===== src/rtl/sf_fetch_ctrl.sv =====
// rtl/sf_fetch_ctrl.sv - start/done initiator that fetches and streams generated scale factors
module sf_fetch_ctrl #(
    parameter int DATA_W  = 16,
    parameter int NUM_SF  = 8,
    parameter int ADDR_W  = 3,
    parameter int TIMEOUT = 1024
) (
    input  logic              clk,
    input  logic              rst_n,
    input  logic              req_valid,
    output logic              req_ready,
    input  logic [DATA_W-1:0] req_param,
    output logic              gen_start,
    output logic [DATA_W-1:0] gen_param,
    input  logic              gen_done,
    output logic [ADDR_W-1:0] gen_rd_addr,
    input  logic [DATA_W-1:0] gen_rd_data,
    output logic              sf_valid,
    input  logic              sf_ready,
    output logic [DATA_W-1:0] sf_data,
    output logic [ADDR_W-1:0] sf_idx,
    output logic              sf_last,
    output logic              err_timeout
);

    localparam int CNT_W = (TIMEOUT > 2) ? $clog2(TIMEOUT) : 1;

    typedef enum logic [2:0] {
        S_Idle,
        S_Start,
        S_Wait,
        S_Read,
        S_Stream
    } STATES_t;

    STATES_t           state;
    STATES_t           state_nxt;
    logic [CNT_W-1:0]  wait_cnt;
    logic [ADDR_W:0]   rd_cnt;
    logic [ADDR_W-1:0] idx;
    logic [ADDR_W-1:0] cap_idx;
    logic [DATA_W-1:0] param_q;
    logic              err_q;
    logic [DATA_W-1:0] buffer [NUM_SF];

    logic req_fire;
    logic sf_fire;
    logic is_last;
    logic rd_done;
    logic wait_expired;

    assign req_fire     = (state == S_Idle) && req_valid;
    assign sf_fire      = (state == S_Stream) && sf_ready;
    assign is_last      = (idx == ADDR_W'(NUM_SF - 1));
    // rd_cnt runs one past the last address so the final word can be captured
    assign rd_done      = (rd_cnt == (ADDR_W + 1)'(NUM_SF));
    assign wait_expired = (wait_cnt == CNT_W'(TIMEOUT - 1));
    assign cap_idx      = ADDR_W'(rd_cnt - (ADDR_W + 1)'(1));

    // State register
    always_ff @(posedge clk) begin
        if (!rst_n) begin
            state <= S_Idle;
        end else begin
            state <= state_nxt;
        end
    end

    // Next-state decode; done takes priority over the timeout boundary
    always_comb begin
        state_nxt = state;
        case (state)
            S_Idle:   if (req_valid) state_nxt = S_Start;
            S_Start:  state_nxt = S_Wait;
            S_Wait: begin
                if (gen_done) begin
                    state_nxt = S_Read;
                end else if (wait_expired) begin
                    state_nxt = S_Idle;
                end
            end
            S_Read:   if (rd_done) state_nxt = S_Stream;
            S_Stream: if (sf_ready && is_last) state_nxt = S_Idle;
            default:  state_nxt = S_Idle;
        endcase
    end

    // Control registers: parameter latch, sticky timeout, wait/read counters, stream index
    always_ff @(posedge clk) begin
        if (!rst_n) begin
            param_q  <= '0;
            err_q    <= 1'b0;
            wait_cnt <= '0;
            rd_cnt   <= '0;
            idx      <= '0;
        end else begin
            if (req_fire) begin
                param_q <= req_param;
                err_q   <= 1'b0;
            end
            if (state == S_Wait && !gen_done && wait_expired) begin
                err_q <= 1'b1;
            end
            if (state == S_Start) begin
                wait_cnt <= '0;
            end else if (state == S_Wait) begin
                wait_cnt <= wait_cnt + CNT_W'(1);
            end
            if (state == S_Read) begin
                rd_cnt <= rd_cnt + (ADDR_W + 1)'(1);
            end else begin
                rd_cnt <= '0;
            end
            if (sf_fire) begin
                idx <= is_last ? '0 : idx + ADDR_W'(1);
            end
        end
    end

    // Capture engine data one cycle after its address was presented
    always_ff @(posedge clk) begin
        if (state == S_Read && rd_cnt != '0) begin
            buffer[cap_idx] <= gen_rd_data;
        end
    end

    assign req_ready   = (state == S_Idle);
    assign gen_start   = (state == S_Start);
    assign gen_param   = param_q;
    assign gen_rd_addr = (state == S_Read && !rd_done) ? rd_cnt[ADDR_W-1:0] : '0;
    assign sf_valid    = (state == S_Stream);
    assign sf_idx      = idx;
    assign sf_last     = sf_valid && is_last;
    assign sf_data     = sf_valid ? buffer[idx] : '0;
    assign err_timeout = err_q;

endmodule


===== config.mk =====
export PLATFORM = sky130hd
export DESIGN_NAME = sf_fetch_ctrl
export DESIGN_NICKNAME = d
export VERILOG_FILES = /design/src/rtl/sf_fetch_ctrl.sv
export SDC_FILE = /design/constraint.sdc
export NUM_CORES = 1
export LEC_CHECK = 0
export BUFFER_PORTS_ARGS = -buffer_cell sky130_fd_sc_hd__buf_2
export CORE_MARGIN = 2
export CORE_UTILIZATION = 52
export CTS_CLUSTER_DIAMETER = 80
export DETAILED_ROUTE_END_ITERATION = 12
export PLACE_DENSITY = 0.77
export SYNTH_ARGS = -nofsm -noshare
export SYNTH_HDL_FRONTEND = slang
export SYNTH_SLANG_ARGS = --single-unit

===== constraint.sdc =====
create_clock -name clk -period 3.08 [get_ports clk]
set_input_delay 0.154 -clock clk [delete_from_list [all_inputs] [get_ports clk]]
set_output_delay 0.154 -clock clk [all_outputs]
set_load 0.03 [all_outputs]

==> summary by stage, run 1 <==
Status
The run finished with clean final reports.

Detailed routing
The number of DRC markers after the initial detailed-route iteration is 262. After detailed routing, the met3 layer carries 850 um of wire. The via total after detailed routing is 3821. The met2 wire length is 6100 um. The detailed router put a total of 5460 um of wire on met1. The routed length per placed instance is 18.2 um. The overall routed net length is 12600 um. The detailed-routing iteration count for the pre-antenna-repair pass is 5. For this run, design rule violations remaining after detail routing come to 0. The per-cell via count in the routed design is 5.54. The uppermost layer routed is met5. The remaining antenna violation count after routing is 0.

Global routing
The number of antenna violations at the first check in global routing was 1. The via count of the first global-routing pass is 3758. Entering global routing, the biggest net connects 33 pins.

The sum of overflow across all layers after global routing is 0. The first global-routing pass estimated 19700 um of wire. The total routing resource utilization after global routing is 20.1%.

Cells and area
The final layout net count is 551. Summing all flip-flop and latch instances after layout gives 4650 um2. The area occupied by multi-input gates is 1760 um2. The fraction of layout instances using a drive strength above 1 is 30.8%. The number of antenna diodes in the final layout is 0. Fill cells in the final layout number 864.

The layout overhead on the synthesized area is 22.3%. The post-route non-filler standard cell count is 690.

Critical path
The worst setup path is of the register to output pin kind. Measured in cells, the most critical reg-to-reg path has a length of 6. The worst setup path is launched from a register.

The signal on the critical path passes through buf_4, mux4_2, a22o_1, buf_2. The worst flop-to-flop path startpoint is rd_cnt[0]. The data arrival at the endpoint of the critical path is 2.31 ns. On the worst path, the slowest cell contributes a delay of 0.59 ns. The worst setup path is captured at an output pin. The dominant delay contributor by cell family on the critical path is flip-flops. The sum of buffers and inverters on the critical path is 2. The worst register-to-register path ends at buffer[5][0]. Of all nets on the critical path, the largest fanout is 12.

Setup slack on the worst reg-to-reg path comes out at 0.98 ns. The slowest cell on the critical path is dfxtp_2. The data required time at the worst endpoint is 2.93 ns.

Floorplan
The placeable core region is 12100 um2. The initialized floorplan defines 40 standard-cell rows. The die span in x is 116 um. The initial core utilization is 53.8%. The area of the die is 13400 um2.

In this run the vertical extent of the chip is 116 um. For this design the top-level I/O count stands at 80.

STA
The maximum operating frequency is 0.406 GHz. The max-slew violation count is 0. Setup repair after global routing left no endpoint under its margin. In this run the tightest slew margin relative to its limit is 48.8%. The worst clock skew on the final layout is 0.00894 ns. The slack of the critical path is 0.615 ns. The routed design could run at a clock period as short as 2.47 ns. The count of final hold-check violations is 0. The ratio of final minimum period to clock period is 80.0%. Setup violations remaining at the end of the flow were counted as 0. In the final timing run, aggregate negative setup slack is 0 ns.

The actual slew at the worst max-slew pin is 0.758 ns.

Logic synthesis
After synthesis, the most frequently instantiated cells are edfxtp_1, dfxtp_1, nand2_1. By area the synthesized netlist is led by edfxtp_1, dfxtp_1, mux4_2. The synthesized design contains 128 enable-type register cells. The proportion of register bits with asynchronous set or reset after synthesis is 0%. After synthesis the cells add up to 6510 um2.

The share of the Yosys chip area taken by registers is 71.3%. The flip-flop cell with the highest count after synthesis is edfxtp_1. The average footprint of a synthesized cell is 16.4 um2. By instance count, the leading cell after synthesis is edfxtp_1. The netlist uses 38 different library cells. The number of nets in the synthesized netlist is 439.

Counting flops and latches in the post-synthesis netlist gives 168. For this run, the number of Yosys warnings is 0. The cell count after synthesis is 397. The cell taking the most area after synthesis is edfxtp_1. The synthesized design devotes to its leading area cell type 59.0% of total area.

Place
OpenSTA, run right after detailed placement, puts the worst setup slack at 1.00 ns. Once placement completed, the tool counted placed cells totaling 635. The number of input and output port buffers inserted is 79. The global placement routability congestion is 0.783.

After legalization and detailed placement, the total HPWL measured 7410 um.

Min path
The worst hold path begins at gen_rd_data[6]. The path with the worst hold slack has its endpoint at buffer[2][6]. The path class of the tightest hold or removal check is input port to register. The hold-critical path depth is 1.

CTS
The total clock buffers created by CTS is 17. The longest clock path from root to sink contains 2 buffers. The post-cts resize count is 0. The tree built by TritonCTS fans out to 168 sinks. The clock edge transition at the registers on the reported setup and hold paths is 0.06 ns.

The root buffer selected by CTS is clkbuf_16. The total number of H-tree levels is 4. The TritonCTS clock tree is yes. The clock reaches the later pin of the worst-skew pair after 0.41 ns.

Power
The switching share of power is 20.6%. In this run, the clock network consumes 43.3% of the power. The maximum vdd drop is 462 uV. The internal portion of total power is 0.00381 W. The analysis attributes to net switching a power of 0.000990 W. The reported leakage power is 2.79 nW. The total power is 0.00480 W.

The combinational cell fraction of total power is 4.9%. The proportion of power drawn by flip-flops and latches is 51.8%. The total power per unit cell area is 602 nW/um2.

Run
Max-cap violations in this run came to 0.
flip-flops by register name (all words and copies together), names as in the netlist, named ones only:
| name | flops |
|---|---|
| gen_param | 16 |
| rd_cnt | 4 |
| state | 3 |
| wait_cnt | 10 |
| sf_idx | 3 |
| buffer | 128 |
| err_timeout | 1 |
worst reg2reg max path: cells and delay by family, from the launching register on:
family | cells | cell delay (ns)
AOI/OAI and AO/OA | 1 | 0.36
adders and majority gates | 1 | 0.27
buffers and inverters | 2 | 0.37
DFF | 1 | 0.49
and+or+nand+nor | 2 | 0.36
metrics by stage:
stage	hold slack, ns	util, %	instance area (um2)
finish	0.0184	65.8	7970
global route	0.0139	65.8	7970
CTS	0.00208	65.8	7970
detailed placement	0.401	59.0	7150
global placement	0.394	59.0	7150
floorplan	0.253	-	6510
logic make-up after synthesis:
kind of cell | share of synthesized area (%)
simple gates | 8.15
flops | 71.3
xor+xnor | 0.538
fa+ha+maj | 0.961
buf+inv | 1.94
mux | 11.7
compound gates | 5.40
layer usage:
| metal | vias to the layer above | track usage, % |
|---|---|---|
| li1 | 1782 | - |
| met1 | 1894 | 27.8 |
| met2 | 128 | 31.7 |
| met3 | 15 | 6.33 |
| met4 | 2 | 5.16 |
| met5 | - | 0 |
worst max-delay path by stage:
stage | startpoint | endpoint | slack, ns | cells past startpoint
5_1_grt | register | sf_data[14] | 0.46 | 4
6_report | register | sf_data[13] | 0.61 | 4
4_1_cts | register | sf_data[13] | 0.56 | 4
3_3_place_gp | register | sf_data[13] | 1.02 | 4
2_1_floorplan | rd_cnt[0] | buffer[7][0] | 0.09 | 5
3_5_place_dp | rd_cnt[0] | buffer[5][10] | 1.00 | 6
placed cells by master, fill, tap and decap left out, drive strengths merged, types with 3 or more instances in the layout:
master / n
nand3b: 3
dlygate4sd3: 23
o21ai: 3
mux2i: 4
nor3: 6
mux4: 32
or4: 4
nor2: 13
or3: 3
clkbuf: 18
inv: 8
xor2: 3
a21oi: 26
buf: 93
edfxtp: 128
clkinv: 9
nand3: 9
nand2b: 3
ha: 5
and3: 3
dfxtp: 40
o31ai: 5
bufinv: 3
nand2: 37
a22o: 16
nor4: 4
timing repair:
item | 4_1_cts | 5_1_grt
buffers inserted | 0 | 0
hold buffers | 23 | 0
setup endpoints to repair | 0 | 0
hold endpoints to repair | 67 | 0
power by group through the flow:
stage / Sequential (W) / Combinational (W) / Clock [W]
5_1_grt: 0.00248 / 0.000260 / 0.00222
3_3_place_gp: 0.00253 / 0.000202 / 0
2_1_floorplan: 0.00256 / 0.000105 / 0
3_5_place_dp: 0.00253 / 0.000211 / 0
6_report: 0.00248 / 0.000237 / 0.00208
4_1_cts: 0.00248 / 0.000233 / 0.00212
final cells by class:
class                           count  area share [%]
Multi-Input combinational cell    198            22.1
Tap cell                          168            2.64
Clock buffer                       18            5.39
Clock inverter                     14            1.98
Sequential cell                   168            58.3
Timing Repair Buffer              116            9.17
Inverter                            8           0.377
No activity file was read; power rests on OpenSTA's default activity.
==> inputs of run 2 (changes only) <==
--- a/config.mk
+++ b/config.mk
@@ -7,10 +7,10 @@
 export LEC_CHECK = 0
 export BUFFER_PORTS_ARGS = -buffer_cell sky130_fd_sc_hd__buf_2
 export CORE_MARGIN = 2
-export CORE_UTILIZATION = 52
+export CORE_UTILIZATION = 55
 export CTS_CLUSTER_DIAMETER = 80
 export DETAILED_ROUTE_END_ITERATION = 12
-export PLACE_DENSITY = 0.77
+export PLACE_DENSITY = 0.78
 export SYNTH_ARGS = -nofsm -noshare
 export SYNTH_HDL_FRONTEND = slang
 export SYNTH_SLANG_ARGS = --single-unit
==> constraint.sdc (replaced) <==
create_clock -name clk -period 2.58 [get_ports clk]
set_input_delay 0.129 -clock clk [delete_from_list [all_inputs] [get_ports clk]]
set_output_delay 0.129 -clock clk [all_outputs]
set_load 0.03 [all_outputs]
==> summary by stage, run 2 (synthesis gave the netlist of run 1 again) <==
Status
The flow ran to the end, and the final reports show no timing, DRC or antenna violations.

CTS
The count of clock tree sinks is 168 (unchanged). The hold buffer count at cts is 32 (+39%). The insertion delay to the later sink of the worst-skew pair is 0.41 ns (about the same). The post-cts resize count was 0 (unchanged). The clock tree buffer depth is 2 (unchanged). The total number of H-tree levels was 4 (unchanged). The total clock buffers created by CTS came to 17 (unchanged).

The root buffer selected by CTS is clkbuf_16. The clock edge transition at the registers on the reported setup and hold paths is 0.06 ns (about the same). The buffers inserted during post-CTS setup optimization is 0 (unchanged). TritonCTS built the clock tree.

Cells and area
The final layout net count came to 561 (+1.8%). The finished layout cell area came to 8050 um2 (+0.99%). In the layout the commonest cells are edfxtp_1, buf_2, dfxtp_1. The layout overhead on the synthesized area is 23.6%.

The most flop-heavy register is buffer. The leading cell type in the layout, fill and taps excluded is edfxtp_1. The number of antenna cells inserted came to 0 (unchanged).

The flip-flop count of the largest register, all copies and words added is 128 (unchanged). The fraction of layout instances using a drive strength above 1 is 30.3% (-0.58 points).

Critical path
The slack of the worst reg-to-reg path is 0.45 ns (-0.53 ns). In this run the critical register-to-register path is captured at buffer[4][13]. The type of destination of the critical path is an output pin. The largest fanout of any net on the critical path is 14 (+2). The data arrival at the endpoint of the critical path came to 2.17 ns (-0.14 ns). The worst flop-to-flop path startpoint is rd_cnt[0]. By startpoint and endpoint, the worst setup path is classified as register to output pin. The data required time at the worst endpoint is 2.45 ns (-0.48 ns).

The number of cell instances on the worst register-to-register path is 6 (unchanged). STA classifies the critical path startpoint as a register.

Min path
The worst hold path belongs to the class input port to register. The worst hold path begins at gen_rd_data[14]. The capture endpoint of the worst hold path is buffer[6][14].

The hold-critical path depth was 1 (unchanged).

Global routing
The total routing resource utilization after global routing is 21.4% (+1.3 points). The first-pass GRT wire length came to 20700 um (+4.9%). The sum of overflow across all layers after global routing is 0 (unchanged). The number of antenna violations at the first check in global routing was 0 (-1). The via count of the first global-routing pass was 4046 (+7.7%). The maximum number of pins on one net before global-route repair came to 25 (-24%).

Power
The net switching power figure is 0.00119 W (+20%). The total power came to 0.00564 W (+18%). The proportion of power drawn by flip-flops and latches came to 52.5% (+0.7 points). The switching share of power is 21.1% (+0.50 points).

The reported leakage power is 2.82 nW (+1.1%). The total power per unit cell area is 701 nW/um2 (+16%). The combinational cell fraction of total power is 5.3% (+0.4 points).

The internal portion of total power is 0.00445 W (+17%). The relative contribution of the clock network to total power is 42.2% (-1.1 points). The maximum vdd drop is 521 uV (+13%).

STA
The count of final hold-check violations was 0 (unchanged). The maximum operating frequency is 0.434 GHz. Setup repair after global routing left no endpoint under its margin. The worst clock skew on the final layout is 0.00500 ns (-0.00393 ns). The worst path uses 89.2% of the clock period. The worst slew margin relative to its limit is 50.3% (+1.5 points). The routed design could run at a clock period as short as 2.30 ns.

The max-slew violation count came to 0 (unchanged). The actual slew at the worst max-slew pin is 0.744 ns (-0.0136 ns). The final number of setup-violating endpoints is 0 (unchanged).

Detailed routing
The detailed-routing iteration count for the pre-antenna-repair pass is 5 (unchanged). The per-cell via count in the routed design is 5.74 (+3.6%). The overall routed net length is 12800 um (+2.2%). The via total after detailed routing is 3872 (+1.3%).

The total DRC errors in the routed layout came to 0 (unchanged). The remaining antenna violation count after routing is 0 (unchanged). The routed length per placed instance is 19.0 um (+4.5%).

The number of DRC markers after the initial detailed-route iteration came to 225 (-14%).

Run
The reported max-cap violation count was 0 (unchanged).

Floorplan
The number of top-level design ports is 80 (unchanged). The die span in x is 113 um (-2.7%). The height of the die came to 113 um (-2.7%). The floorplan row count is 39 (-2.5%). The area of the die is 12700 um2 (-5.3%). The placeable core region was 11500 um2 (-5.3%). The initial core utilization is 56.8% (+3.0 points).

Place
The total cell area at the placement stage is 7160 um2 (+0.19%). The total half-perimeter wirelength after legalization and detailed placement is 7560 um (+2.1%). The global placement routability congestion is 0.764 (-2.4%). The number of input and output port buffers inserted is 79 (unchanged).
-- run 2: cell count changes in the layout (fill, tap and decap cells not counted), sizes merged --
cell,previous run,this run
clkbuf,18,17
dlygate4sd3,23,32
bufinv,3,2
buf,93,94
clkinvlp,2,4
-- run 2: how the worst max path moves through the flow --
| stage | startpoint | end | cells past startpoint |
|---|---|---|---|
| 5_1_grt | register | sf_data[9] | 4 |
| 4_1_cts | register | sf_data[9] | 4 |
| 6_report | register | sf_data[9] | 4 |
| 3_5_place_dp | rd_cnt[0] | buffer[6][3] | 6 |
| 3_3_place_gp | rd_cnt[0] | buffer[5][2] | 6 |
| 2_1_floorplan | rd_cnt[0] | buffer[7][0] | 5 |
-- run 2: per-stage QoR --
step | utilization [%] | instances | hold WS [ns] | TNS (ns) | setup slack [ns]
2_1_floorplan | - | 397 | 0.228 | -14.30 | -0.413
3_3_place_gp | 62.5 | 611 | 0.369 | 0 | 0.630
3_5_place_dp | 62.5 | 611 | 0.376 | 0 | 0.511
4_1_cts | 70.2 | 675 | 0.000902 | 0 | 0.224
5_1_grt | 70.2 | 675 | 0.0132 | 0 | 0.151
6_report | 70.2 | 675 | 0.00598 | 0 | 0.278
-- run 2: area by class of cell --
cell class                 instances  area (um2)
fill                             711        3420
multi-input combinational        198        1760
sequential                       168        4650
tap                              143         179
clock inverter                    15         136
clock buffer                      17         425
inverter                           8        30.0
timing repair buffer             126         866
-- run 2: worst max-delay path, cell delays in order (launching register included) --
cell and delay [ns]:
dfxtp_2 0.59, buf_12 0.23, mux4_2 0.51, a22o_1 0.24, buf_2 0.17
-- run 2: routing by layer --
| layer | vias up | track usage, % | wire (um) |
|---|---|---|---|
| met5 | - | 0 | 0 |
| met3 | 17 | 6.27 | 772 |
| met4 | 0 | 6.59 | 170 |
| li1 | 1798 | - | - |
| met2 | 122 | 35.3 | 6540 |
| met1 | 1935 | 27.8 | 5350 |
-- run 2: power groups by stage --
stage | clock network [W] | registers, W | logic, W
2_1_floorplan | 0 | 0.00305 | 0.000125
3_3_place_gp | 0 | 0.00302 | 0.000243
3_5_place_dp | 0 | 0.00302 | 0.000253
4_1_cts | 0.00242 | 0.00296 | 0.000291
5_1_grt | 0.00253 | 0.00297 | 0.000323
6_report | 0.00238 | 0.00296 | 0.000296
==> inputs of run 3 (changes only) <==
==> constraint.sdc (replaced) <==
create_clock -name clk -period 2.58 [get_ports clk]
set_input_delay 0 -clock clk [delete_from_list [all_inputs] [get_ports clk]]
set_output_delay 0 -clock clk [all_outputs]
set_load 0.03 [all_outputs]
==> summary by stage, run 3 (synthesis gave the netlist of run 1 again) <==
CTS
The count of clock tree sinks is 168 (unchanged). The clock edge transition at the registers on the reported setup and hold paths was 0.07 ns (about the same). The tree is rooted in a clkbuf_16. The total number of H-tree levels came to 4 (unchanged).

The clock tree buffer depth is 2 (unchanged). The insertion delay to the later sink of the worst-skew pair is 0.43 ns (+0.02 ns). The buffers inserted during post-CTS setup optimization was 0 (unchanged). The TritonCTS clock tree is yes.

The total clock buffers created by CTS was 17 (unchanged).

Global routing
The maximum number of pins on one net before global-route repair is 33 (+32%). The sum of overflow across all layers after global routing is 0 (unchanged). The layer carrying the most global-route usage is met2. The total routing resource utilization after global routing came to 21.9% (+0.54 points). The met1 layer usage reported by global route is 28.1% (+0.25 points). The global routing usage on met3 is 6.53% (+0.27 points). The number of antenna violations at the first check in global routing is 0 (unchanged). The met2 routing resource usage after global routing is 36.2% (+0.92 points). The first-pass GRT wire length is 21100 um (+1.9%).

The via count of the first global-routing pass came to 4221 (+4.3%).

Cells and area
The core occupancy in the finished layout was 70.6% (+0.41 points). From synthesis to final layout, the design area changed by 24.3%. The post-route non-filler standard cell count came to 678 (+0.44%). In the layout the commonest cells are edfxtp_1, buf_2, dfxtp_1.

The fraction of layout instances using a drive strength above 1 was 30.8% (+0.58 points). The library cell used most frequently in the layout, excluding fill and tap cells, is edfxtp_1. The most flop-heavy register is buffer.

The final layout net count was 564 (+0.53%). The number of antenna cells inserted is 0 (unchanged). The flip-flop count of the largest register, all copies and words added was 128 (unchanged).

Floorplan
The floorplan row count is 39 (unchanged). The number of top-level design ports is 80 (unchanged). The placeable core region is 11500 um2 (unchanged).

The height of the die was 113 um (unchanged). The die span in x was 113 um (unchanged). The area of the die is 12700 um2 (unchanged). The initial core utilization is 56.8% (unchanged).

Critical path
The data required time at the worst endpoint is 2.58 ns (+0.13 ns). The highest cell delay on the worst timing path is 0.59 ns (about the same). The sort of element at the start of the critical path is a register. The data arrival at the endpoint of the critical path is 2.25 ns (+0.08 ns). The slack of the worst reg-to-reg path is 0.40 ns (-0.05 ns). The worst setup path is captured at an output pin. The largest fanout of any net on the critical path came to 22 (+8).

Walking the worst path, the cells encountered are buf_12, mux4_2, a22o_1, buf_2. The slowest cell on the critical path is dfxtp_2. The dominant delay contributor by cell family on the critical path is flip-flops. The sum of buffers and inverters on the critical path is 2 (unchanged). The type of the worst setup path is register to output pin.

Detailed routing
The overall routed net length is 13000 um (+1.2%). The total DRC errors in the routed layout came to 0 (unchanged). The remaining antenna violation count after routing is 0 (unchanged). The detailed-routing iteration count for the pre-antenna-repair pass came to 5 (unchanged).

The number of DRC markers after the initial detailed-route iteration is 305 (+36%). The per-cell via count in the routed design came to 5.82 (+1.4%). The via total after detailed routing is 3944 (+1.9%). The routed length per placed instance is 19.2 um (+0.78%).

Power
The maximum vdd drop came to 492 uV (-5.7%). The total power came to 0.00583 W (+3.4%). The total power per unit cell area is 721 nW/um2 (+2.8%).

The reported leakage power is 2.86 nW (+1.3%).

STA
The worst slack on hold paths is 0.0603 ns (+0.0543 ns). The maximum operating frequency is 0.444 GHz (+2.3%). The worst clock skew on the final layout is 0.00578 ns (+0.000776 ns). The ratio of final minimum period to clock period is 87.2% (-2.0 points).

The worst slew margin relative to its limit is 48.8% (-1.6 points). The max-slew violation count is 0 (unchanged). The final sum of negative setup slack is 0 ns (unchanged).

The final number of setup-violating endpoints is 0 (unchanged). The minimum clock period after layout was 2.25 ns (-0.0522 ns). Setup repair after global routing left no endpoint under its margin. The actual slew at the worst max-slew pin was 0.768 ns (+0.0235 ns). The count of final hold-check violations is 0 (unchanged).

Place
The number of input and output port buffers inserted was 79 (unchanged). The total half-perimeter wirelength after legalization and detailed placement was 7490 um (-0.94%). The total instance count after detailed placement is 610 (-0.16%). The global placement routability congestion is 0.745 (-2.5%).

Run
The reported max-cap violation count came to 0 (unchanged).

Status
The flow ran to the end, and the final reports show no timing, DRC or antenna violations.

Min path
The class of the most critical hold timing path is input port to register.
-- run 3: cell count changes in the layout (fill, tap and decap cells not counted), sizes merged --
cell / delta
inv: +11
clkinv: -9
dlygate4sd3: +4
clkinvlp: -2
buf: -1
-- run 3: final cells by class --
class	count	area (um2)
clock buffers	17	425
clock inverters	15	176
fillers	698	3370
inverters	8	30.0
multi-input cells	198	1760
flip-flops and latches	168	4650
well taps	143	179
repair buffers	129	873
-- run 3: timing repair --
action	4_1_cts	5_1_grt
hold endpoints to repair	152	0
resized for setup	0	0
hold buffers	36	0
-- run 3: power by group --
group | total [W] | switching [W] | internal [W]
Combinational | 0.000303 | 0.000188 | 0.000115
Clock | 0.00257 | 0.00110 | 0.00147
Sequential | 0.00296 | 0.0000302 | 0.00293
Total | 0.00583 | 0.00132 | 0.00451
-- run 3: metal layers --
metal / share of wire, % / wire (um)
met1: 42 / 5460
met2: 51 / 6580
met3: 6.0 / 784
met4: 1.4 / 180
met5: 0 / 0
-- run 3: final timing paths --
path / startpoint / endpoint / cells after the start
min: gen_done / state[1] / 4
max: register / sf_data[4] / 4
max reg2reg: rd_cnt[0] / state[0] / 6
min reg2reg: gen_param[15] / gen_param[15] / 2
-- run 3: stage by stage --
stage | worst slack [ns] | area (um2)
CTS | 0.268 | 8090
finish | 0.330 | 8090
floorplan | -0.413 | 6510
global placement | 0.637 | 7130
detailed placement | 0.557 | 7130
global route | 0.176 | 8090
-- run 3: worst register-to-register path: stages, from the launching register on --
cell,delay (ns)
dfxtp_1,0.49
inv_1,0.13
ha_1,0.27
and3b_1,0.24
o32a_1,0.18
a311oi_1,0.23
dlygate4sd3_1,0.58
